===== config.mk =====
export PLATFORM = sky130hd
export DESIGN_NAME = node_fanin_arbiter
export DESIGN_NICKNAME = d
export VERILOG_FILES = /design/src/rtl/node_tree_pkg.sv /design/src/rtl/node_fanin_arbiter_rr_pick.sv /design/src/rtl/node_fanin_arbiter.sv
export SDC_FILE = /design/constraint.sdc
export NUM_CORES = 1
export LEC_CHECK = 0
export CAP_MARGIN = 5
export CORE_MARGIN = 2
export CORE_UTILIZATION = 48
export CTS_BUF_LIST = sky130_fd_sc_hd__clkbuf_16
export CTS_CLUSTER_SIZE = 28
export DETAILED_ROUTE_END_ITERATION = 12
export PLACE_DENSITY = 0.95
export SYNTH_ARGS = -nofsm -noshare
export SYNTH_HDL_FRONTEND = slang
export SYNTH_HIERARCHICAL = 1
export SYNTH_SLANG_ARGS = --single-unit

===== constraint.sdc =====
create_clock -name clk -period 9.2 [get_ports clk]
set_clock_uncertainty 0.05 [all_clocks]
set_input_delay 1.84 -clock clk [delete_from_list [all_inputs] [get_ports clk]]
set_output_delay 1.84 -clock clk [all_outputs]
set_load 0.02 [all_outputs]

===== src/rtl/node_tree_pkg.sv =====
// Shared types and helpers for the node-tree fan-out / fan-in levels.
package node_tree_pkg;

    // Arbiter phase: free arbitration between packets, or locked to one child mid-packet.
    typedef enum logic {
        ARB   = 1'b0,
        BURST = 1'b1
    } arb_state_t;

    // Width of a child index; never narrower than one bit so a 1-child level still has a field.
    function automatic int child_idx_w(input int n);
        return (n < 2) ? 1 : $clog2(n);
    endfunction

endpackage


===== src/rtl/node_fanin_arbiter_rr_pick.sv =====
// Rotating-priority picker: finds the first set request at or after `start`,
// wrapping modulo N (N need not be a power of two). Purely combinational.
module rr_pick #(
    parameter int N  = 5,
    parameter int IW = 3
) (
    input  logic [N-1:0]  req,
    input  logic [IW-1:0] start,
    output logic          found,
    output logic [IW-1:0] idx
);

    localparam logic [IW:0] N_W = (IW+1)'(N);

    logic [IW-1:0] cand [N];
    logic [N-1:0]  hit;

    // Candidate index for each search offset, wrapped back into 0..N-1.
    for (genvar gi = 0; gi < N; gi++) begin : g_cand
        logic [IW:0] sum;
        assign sum       = {1'b0, start} + (IW+1)'(gi);
        assign cand[gi]  = (sum >= N_W) ? IW'(sum - N_W) : sum[IW-1:0];
        assign hit[gi]   = req[cand[gi]];
    end

    // Lowest search offset with a request wins.
    always_comb begin
        found = 1'b0;
        idx   = '0;
        for (int k = N - 1; k >= 0; k--) begin
            if (hit[k]) begin
                found = 1'b1;
                idx   = cand[k];
            end
        end
    end

endmodule


===== src/rtl/node_fanin_arbiter.sv =====
// Fan-in arbiter: merges child beat streams into one registered upstream stream,
// round-robin per packet with the grant locked for the length of a packet.
module node_fanin_arbiter
    import node_tree_pkg::*;
#(
    parameter int NUM_CHILD = 5,
    parameter int DATA_W    = 16
) (
    input  logic                          clk,
    input  logic                          rst,
    input  logic [NUM_CHILD-1:0]          child_valid,
    input  logic [NUM_CHILD*DATA_W-1:0]   child_data,
    input  logic [NUM_CHILD-1:0]          child_last,
    output logic [NUM_CHILD-1:0]          child_ready,
    output logic                          out_valid,
    output logic [DATA_W-1:0]             out_data,
    output logic                          out_last,
    output logic [$clog2(NUM_CHILD)-1:0]  out_src,
    input  logic                          out_ready
);

    localparam int IW = child_idx_w(NUM_CHILD);

    arb_state_t    state_reg, state_next;
    logic [IW-1:0] rr_ptr_reg, rr_ptr_next;
    logic [IW-1:0] lock_reg, lock_next;

    logic              out_valid_reg;
    logic [DATA_W-1:0] out_data_reg;
    logic              out_last_reg;
    logic [IW-1:0]     out_src_reg;

    logic          pick_found;
    logic [IW-1:0] pick_idx;
    logic [IW-1:0] grant;
    logic          grant_en;
    logic          slot_free;
    logic          accept;
    logic [DATA_W-1:0] acc_data;
    logic          acc_last;

    function automatic logic [IW-1:0] wrap_inc(input logic [IW-1:0] v);
        return (v == IW'(NUM_CHILD - 1)) ? '0 : v + 1'b1;
    endfunction

    rr_pick #(
        .N  (NUM_CHILD),
        .IW (IW)
    ) u_pick (
        .req   (child_valid),
        .start (rr_ptr_reg),
        .found (pick_found),
        .idx   (pick_idx)
    );

    // Reset kills the visible output immediately so an abandoned partial packet never leaks upstream.
    assign out_valid = out_valid_reg && !rst;
    assign out_data  = out_data_reg;
    assign out_last  = out_last_reg;
    assign out_src   = out_src_reg;

    assign slot_free = !out_valid || out_ready;
    // In BURST the locked child is offered the slot even while it has paused its valid.
    assign grant     = (state_reg == BURST) ? lock_reg : pick_idx;
    assign grant_en  = (state_reg == BURST) || pick_found;

    for (genvar gi = 0; gi < NUM_CHILD; gi++) begin : g_ready
        assign child_ready[gi] = grant_en && slot_free && !rst && (grant == IW'(gi));
    end

    assign accept   = |(child_valid & child_ready);
    assign acc_data = child_data[grant*DATA_W +: DATA_W];
    assign acc_last = child_last[grant];

    // Arbitration state, round-robin pointer and packet lock.
    always_ff @(posedge clk) begin
        if (rst) begin
            state_reg  <= ARB;
            rr_ptr_reg <= '0;
            lock_reg   <= '0;
        end else begin
            state_reg  <= state_next;
            rr_ptr_reg <= rr_ptr_next;
            lock_reg   <= lock_next;
        end
    end

    // Packet boundaries move the pointer past the served child; a non-last first beat locks it.
    always_comb begin
        state_next  = state_reg;
        rr_ptr_next = rr_ptr_reg;
        lock_next   = lock_reg;
        if (accept) begin
            case (state_reg)
                ARB: begin
                    if (acc_last) begin
                        rr_ptr_next = wrap_inc(grant);
                    end else begin
                        state_next = BURST;
                        lock_next  = grant;
                    end
                end
                BURST: begin
                    if (acc_last) begin
                        state_next  = ARB;
                        rr_ptr_next = wrap_inc(lock_reg);
                    end
                end
                default: state_next = ARB;
            endcase
        end
    end

    // Output slot: load on accept, empty when drained, hold while stalled.
    always_ff @(posedge clk) begin
        if (rst) begin
            out_valid_reg <= 1'b0;
            out_data_reg  <= '0;
            out_last_reg  <= 1'b0;
            out_src_reg   <= '0;
        end else if (accept) begin
            out_valid_reg <= 1'b1;
            out_data_reg  <= acc_data;
            out_last_reg  <= acc_last;
            out_src_reg   <= grant;
        end else if (out_ready) begin
            out_valid_reg <= 1'b0;
        end
    end

endmodule


# Yosys cells after proc, flatten, opt, wreduce, memory -nomap -nowiden
# Index checks and enable logic that the tools add are counted.
dict set report totals {
  regBits 28
  inputBits 93
  output_inout_bits 26
  elab_cells 93
}
dict set report op_classes {
  addsub 11
  order_cmp 11
  eq_ne 7
  shifts 1
  muxes 36
  n_bitwise 3
  reduce_logical 17
}
# cell count
set op_table {}
lappend op_table {{80-bit by 8-bit variable part select with 16-bit output} 1}
lappend op_table {{3-bit two-way mux} 15}
lappend op_table {{3-bit by 4-bit < comparator with 1-bit output (second input constant)} 6}
lappend op_table {{1-bit binary-select mux with 3-bit select} 6}
lappend op_table {{4-bit by 3-bit greater-or-equal comparator with 1-bit output (second input constant)} 4}
lappend op_table {{3-bit subtractor (second input constant)} 5}
lappend op_table {{1-bit two-way mux} 14}
lappend op_table {{3-bit by 2-bit adder with 4-bit output (second input constant)} 2}
lappend op_table {{1-bit logical AND} 8}
lappend op_table {{3-bit by 1-bit adder with 3-bit output (second input constant)} 2}
lappend op_table {{3-bit by 2-bit == test with 1-bit output (second input constant)} 2}
lappend op_table {{3-bit == test (second input constant)} 2}
lappend op_table {{3-bit case mux with 2 select lines} 1}
lappend op_table {{3-bit AND reduction} 2}
lappend op_table {{5-bit AND} 1}
lappend op_table {{5-bit OR reduction} 1}
lappend op_table {{3-bit by 1-bit adder with 4-bit output (second input constant)} 1}
lappend op_table {{3-bit by 3-bit adder with 4-bit output (second input constant)} 1}
lappend op_table {{3-bit by 1-bit == test with 1-bit output (second input constant)} 1}
lappend op_table {{3-bit greater-or-equal comparator (second input constant)} 1}
lappend op_table {{3-bit logical NOT} 1}
lappend op_table {{1-bit logical NOT} 2}
lappend op_table {{1-bit logical OR} 2}
lappend op_table {{2-bit by 1-bit != test with 1-bit output (second input constant)} 1}
lappend op_table {{3 further kinds} 4}

# Longest topological paths before layout
dict set report logic_depth {
  ltp_word 17
  depth_mapped 24
  depth_no_buf 21
}

# Cells and area by module
# The synthesis kept the hierarchy.
# mod n_inst cells_per_inst area_each_um2 seq_area_each_um2
set modules_own_cells {}
lappend modules_own_cells {node_fanin_arbiter 1 200 1983.2 560.5}
lappend modules_own_cells {rr_pick 1 147 1064.8 0.0}

# Worst setup path after synthesis
# Ideal clock, no wire load.
dict set report synth_path {
  path_type {in2out}
  start {input port child_valid[2]}
  end {output port child_ready[3]}
  t_arrival_ps 4720
  slack_ps 2590
  stages 13
  path_buffers 2
  cell_sequence {buf_2 mux4_2 mux2_2 and2_1 nor2_1 a41oi_1 o21ai_0 mux2i_4 inv_4 buf_6 ha_1 ha_1 and2_1}
}
# element line
set synth_lines {}
lappend synth_lines {{from (decl)} node_fanin_arbiter.sv:11} ;# input logic [NUM_CHILD-1:0] child_valid,
lappend synth_lines {{1-bit binary-select mux with 3-bit select} node_fanin_arbiter_rr_pick.sv:23} ;# assign hit[gi] = req[cand[gi]];
lappend synth_lines {{1-bit two-way mux (implied by the code)} node_fanin_arbiter_rr_pick.sv:23}
lappend synth_lines {{3-bit two-way mux (4 in series)} node_fanin_arbiter_rr_pick.sv:31} ;# if (hit[k]) begin
lappend synth_lines {{3-bit two-way mux *} node_fanin_arbiter_rr_pick.sv:31}
lappend synth_lines {{net pick_idx[0]} node_fanin_arbiter.sv:34} ;# logic [IW-1:0] pick_idx;
lappend synth_lines {{3-bit two-way mux *} node_fanin_arbiter.sv:64} ;# assign grant = (state_reg == BURST) ? lock_reg : pick_idx;
lappend synth_lines {{net grant[0]} node_fanin_arbiter.sv:35} ;# logic [IW-1:0] grant;
lappend synth_lines {{3-bit by 2-bit == test with 1-bit output *} node_fanin_arbiter.sv:68} ;# assign child_ready[gi] = grant_en && slot_free && !rst && (grant == IW'(gi));
lappend synth_lines {{1-bit logical AND *} node_fanin_arbiter.sv:68}
lappend synth_lines {{to (decl)} node_fanin_arbiter.sv:14} ;# output logic [NUM_CHILD-1:0] child_ready,
# Mark *: on every way through the listed nets, which the timed path passes. The rest lies on a longest branch. The select of a mux whose other input is x is not followed.

# Worst setup path after layout
dict set report layout_path {
  start {input port child_valid[3]}
  end {output port child_ready[3]}
}
# element line
set layout_lines {}
lappend layout_lines {{1-bit binary-select mux with 3-bit select} node_fanin_arbiter_rr_pick.sv:23}
lappend layout_lines {{1-bit two-way mux (implied by the code)} node_fanin_arbiter_rr_pick.sv:23}
lappend layout_lines {{3-bit two-way mux (4 in series)} node_fanin_arbiter_rr_pick.sv:31}
lappend layout_lines {{3-bit two-way mux *} node_fanin_arbiter_rr_pick.sv:31}
lappend layout_lines {{net pick_idx[1]} node_fanin_arbiter.sv:34}
lappend layout_lines {{3-bit two-way mux *} node_fanin_arbiter.sv:64}
lappend layout_lines {{3-bit by 2-bit == test with 1-bit output *} node_fanin_arbiter.sv:68}
lappend layout_lines {{1-bit logical AND *} node_fanin_arbiter.sv:68}
# Marks and branches as above.

==> results_dict.tcl <==
set metrics [dict create \
    critical_path.cell_chain "clkdlybuf4s50_1 -> mux4_2 -> mux2_2 -> and2_1 -> nor2_1 -> o21ai_1 -> a221oi_1 -> nor2b_1 -> a21oi_4 -> clkinv_1 -> ha_1 -> ha_1 -> and2_1 -> clkdlybuf4s50_1" \
    via_count 3272 \
    fin_nets 556 \
    worstReg2RegEnd "lock_reg[0]$_SDFFE_PP0P_" \
    grt.total_usage_pct 26.27 \
    grtUsageMet2_pct 47.35 \
    placement.setup.worst_slack_ns 1.139 \
    rr_startpoint "rr_ptr_reg[2]$_SDFFE_PP0P_" \
    peakVddDrop_uv 251.6 \
    syn-cell-area_um2 3048 \
    design_area_um2 4305 \
    place_area_um2 4200 \
    holdPathEnd "out_valid_reg$_SDFFE_PP0P_" \
    nFillCells 490 \
    cts_hold_buf 0 \
    dp_cells 519 \
    max_freq_mhz 123.8 \
    start_kind "input pin" \
    multi_input_area_um2 2277 \
    largest_reg_flops 16 \
    critPathKind "in2out" \
    synth.avg_cell_area_um2 8.784 \
    drt-total-wl_um 9477 \
    synth-main-ff-cell "dfxtp_1" \
    syn_to_final_growth_pct 41.26 \
    cpLargestDelayFamily "buffers and inverters" \
    ys_types 73 \
    io_pins 119 \
    dr.pass1.iters 6 \
    rows 29 \
    crit_path_max_incr_delay_ns 0.61 \
    clkLatencyLatePin_ns 0.27 \
    reg2reg_depth 18 \
    cp.required_ns 7.31 \
    die_w_um 83.69 \
    cts_tree "built" \
    first_iter_violations 350 \
    cts.repair.resized 0 \
    seqCellArea_um2 560.5 \
    grt_pass1_wl_um 15300 \
    grt_busiest_layer "met2" \
    hold_depth 2 \
    antenna_found_initial 0 \
    hold_viol 0 \
    port_buffers 118 \
    detail_route.wl_per_cell_um 18.12 \
    layout.cells.non_filler 523 \
    setup_viol 0 \
    worst_slew_pin_slew_ns 0.9271 \
    start_util_pct 48.84 \
    gp_congestion 0.9589 \
    min_period_over_period_pct 87.79 \
    finalMaxSlewViolations 0 \
    post-route-drc-count 0 \
    die_h_um 83.69 \
    overflow 0 \
    syn-num-nets 456 \
    grt_use_met3_pct 3.561 \
    cts_root_buf "clkbuf_16" \
    p_leak_nw 1.593 \
    holdWs_ns 0.4446 \
    hold_class "reg2reg" \
    viasPerCell 6.256 \
    tns_ns 0 \
    grt_use_met1_pct 33.63 \
    worst_slack_ns 1.124 \
    arrival_ns 6.19 \
    clockBufferDepth 2 \
    ant_nets 0 \
    crit_path_end_kind "output pin" \
    drv_cap 0 \
    cts_made_buffers 3 \
    drive_gt1_share_pct 8.296 \
    cpMaxStageDelayCell "clkdlybuf4s50_1" \
    min_from "out_valid_reg$_SDFFE_PP0P_" \
    antenna_cells 0 \
    slew_headroom_pct 38.02 \
    ys_seq_area_share_pct 18.39 \
    synth_edf_count 0 \
    grt_max_degree 28 \
    ys_warn_count 6 \
    clk_pin_slew_ns 0.07 \
    synthArstFlopShare_pct 0 \
    total_power_mw 1.729 \
    die_area_um2 7003 \
    postCtsSetupRepairBufs 0 \
    core_um2 6241 \
    cp.depth 14 \
    numClockSinks 28 \
    power_per_cell_area_nw_per_um2 401.6 \
    post-route-util_pct 68.99 \
    worst-path-buf-inv 3 \
    worstPathMaxFanout 18 \
    synth_cells 347 \
    period_needed_ns 8.076 \
    status "finished clean" \
    cts_htree_levels 1 \
    dpl.hpwl_um 7095 \
    grt_pass1_vias 3210 \
    rsz0062_at_grt "false" \
    synth_seq_cells 28 \
    r2r_slack_ns 2.56 \
]
==> layout make-up <==
cell class                      instances  area share [%]
Clock buffer                            3           1.744
Clock inverter                          1          0.6975
Inverter                               16           1.453
Multi-Input combinational cell        277           52.89
Sequential cell                        28           13.02
Tap cell                               77           2.238
Timing Repair Buffer                  121           27.96
==> worst min-delay path, delay by kind of cell (launching register included) <==
kind / cells / cell delay [ns]
AO/OA/AOI/OAI: 1 / 0.07
AND/OR/NAND/NOR: 1 / 0.07
flip-flops: 1 / 0.31
==> worst max path at each step <==
stage / startpoint / end / slack, ns
4_1_cts: child_valid[3] / child_ready[3] / 1.13
2_1_floorplan: child_valid[2] / child_ready[3] / 2.59
3_5_place_dp: child_valid[3] / child_ready[3] / 1.14
3_3_place_gp: child_valid[3] / child_ready[3] / 1.24
5_1_grt: child_valid[2] / child_ready[3] / 0.81
6_report: child_valid[3] / child_ready[3] / 1.12
==> synth_stat cells (3+ instances only) <==
cell type | instances | area share, %
mux2_1 | 3 | 1.1
mux4_1 | 6 | 5.2
nand3_1 | 7 | 1.1
dfxtp_1 | 28 | 18
a221oi_1 | 16 | 4.6
mux2i_1 | 16 | 5.3
a21oi_1 | 10 | 1.6
nor3_1 | 11 | 1.8
nor2_1 | 38 | 4.7
ha_1 | 15 | 6.2
xnor2_1 | 4 | 1.1
a41oi_1 | 3 | 0.86
nand3b_1 | 4 | 0.99
buf_2 | 9 | 1.5
nand2b_1 | 5 | 1.0
nor2b_1 | 6 | 1.2
buf_4 | 3 | 0.74
buf_6 | 4 | 1.5
a22oi_1 | 3 | 0.74
and2_1 | 3 | 0.62
nand2_1 | 28 | 3.4
a211oi_1 | 6 | 1.5
inv_1 | 11 | 1.4
mux4_2 | 13 | 9.6
clkbuf_1 | 8 | 0.99
o31ai_1 | 4 | 0.99
o21ai_1 | 3 | 0.49
o21ai_0 | 18 | 3.0
and3_1 | 6 | 1.2
==> routing by layer <==
| layer | part of all wire [%] | up-vias |
|---|---|---|
| met5 | 0 | - |
| met4 | 1.3 | 0 |
| met3 | 8.2 | 12 |
| met2 | 51 | 189 |
| met1 | 39 | 1555 |
| li1 | - | 1516 |
==> placed cells by master, fill, tap and decap left out, drive strengths merged, types with 7 or more instances in the layout <==
cell	Yosys	routed
nor3	11	11
nor2	38	38
a221oi	17	17
dfxtp	28	28
clkdlybuf4s50	0	118
nand3	7	7
o21ai	21	21
nand2	29	29
mux2i	18	18
ha	15	15
inv	14	14
a21oi	11	11
mux4	19	19
==> cells by family (layout without fill, tap and decap cells) <==
group | count (synthesis) | after routing | share of synthesized area [%]
buffers and inverters | 42 | 141 | 7.020
XOR/XNOR | 5 | 5 | 1.437
AND/OR/NAND/NOR | 126 | 126 | 20.69
adder cells (fa/ha/maj) | 16 | 16 | 6.814
flip-flops | 28 | 28 | 18.39
AO/OA/AOI/OAI | 88 | 88 | 22.29
multiplexers | 42 | 42 | 23.36
==> where the power goes <==
group,internal (mW),leakage [nW],switching (mW),total [mW]
clock network,0.0867,0.0511,0.0438,0.131
registers,0.158,0.229,0.0383,0.196
logic,0.625,1.31,0.777,1.40
No activity file was read; power rests on OpenSTA's default activity.
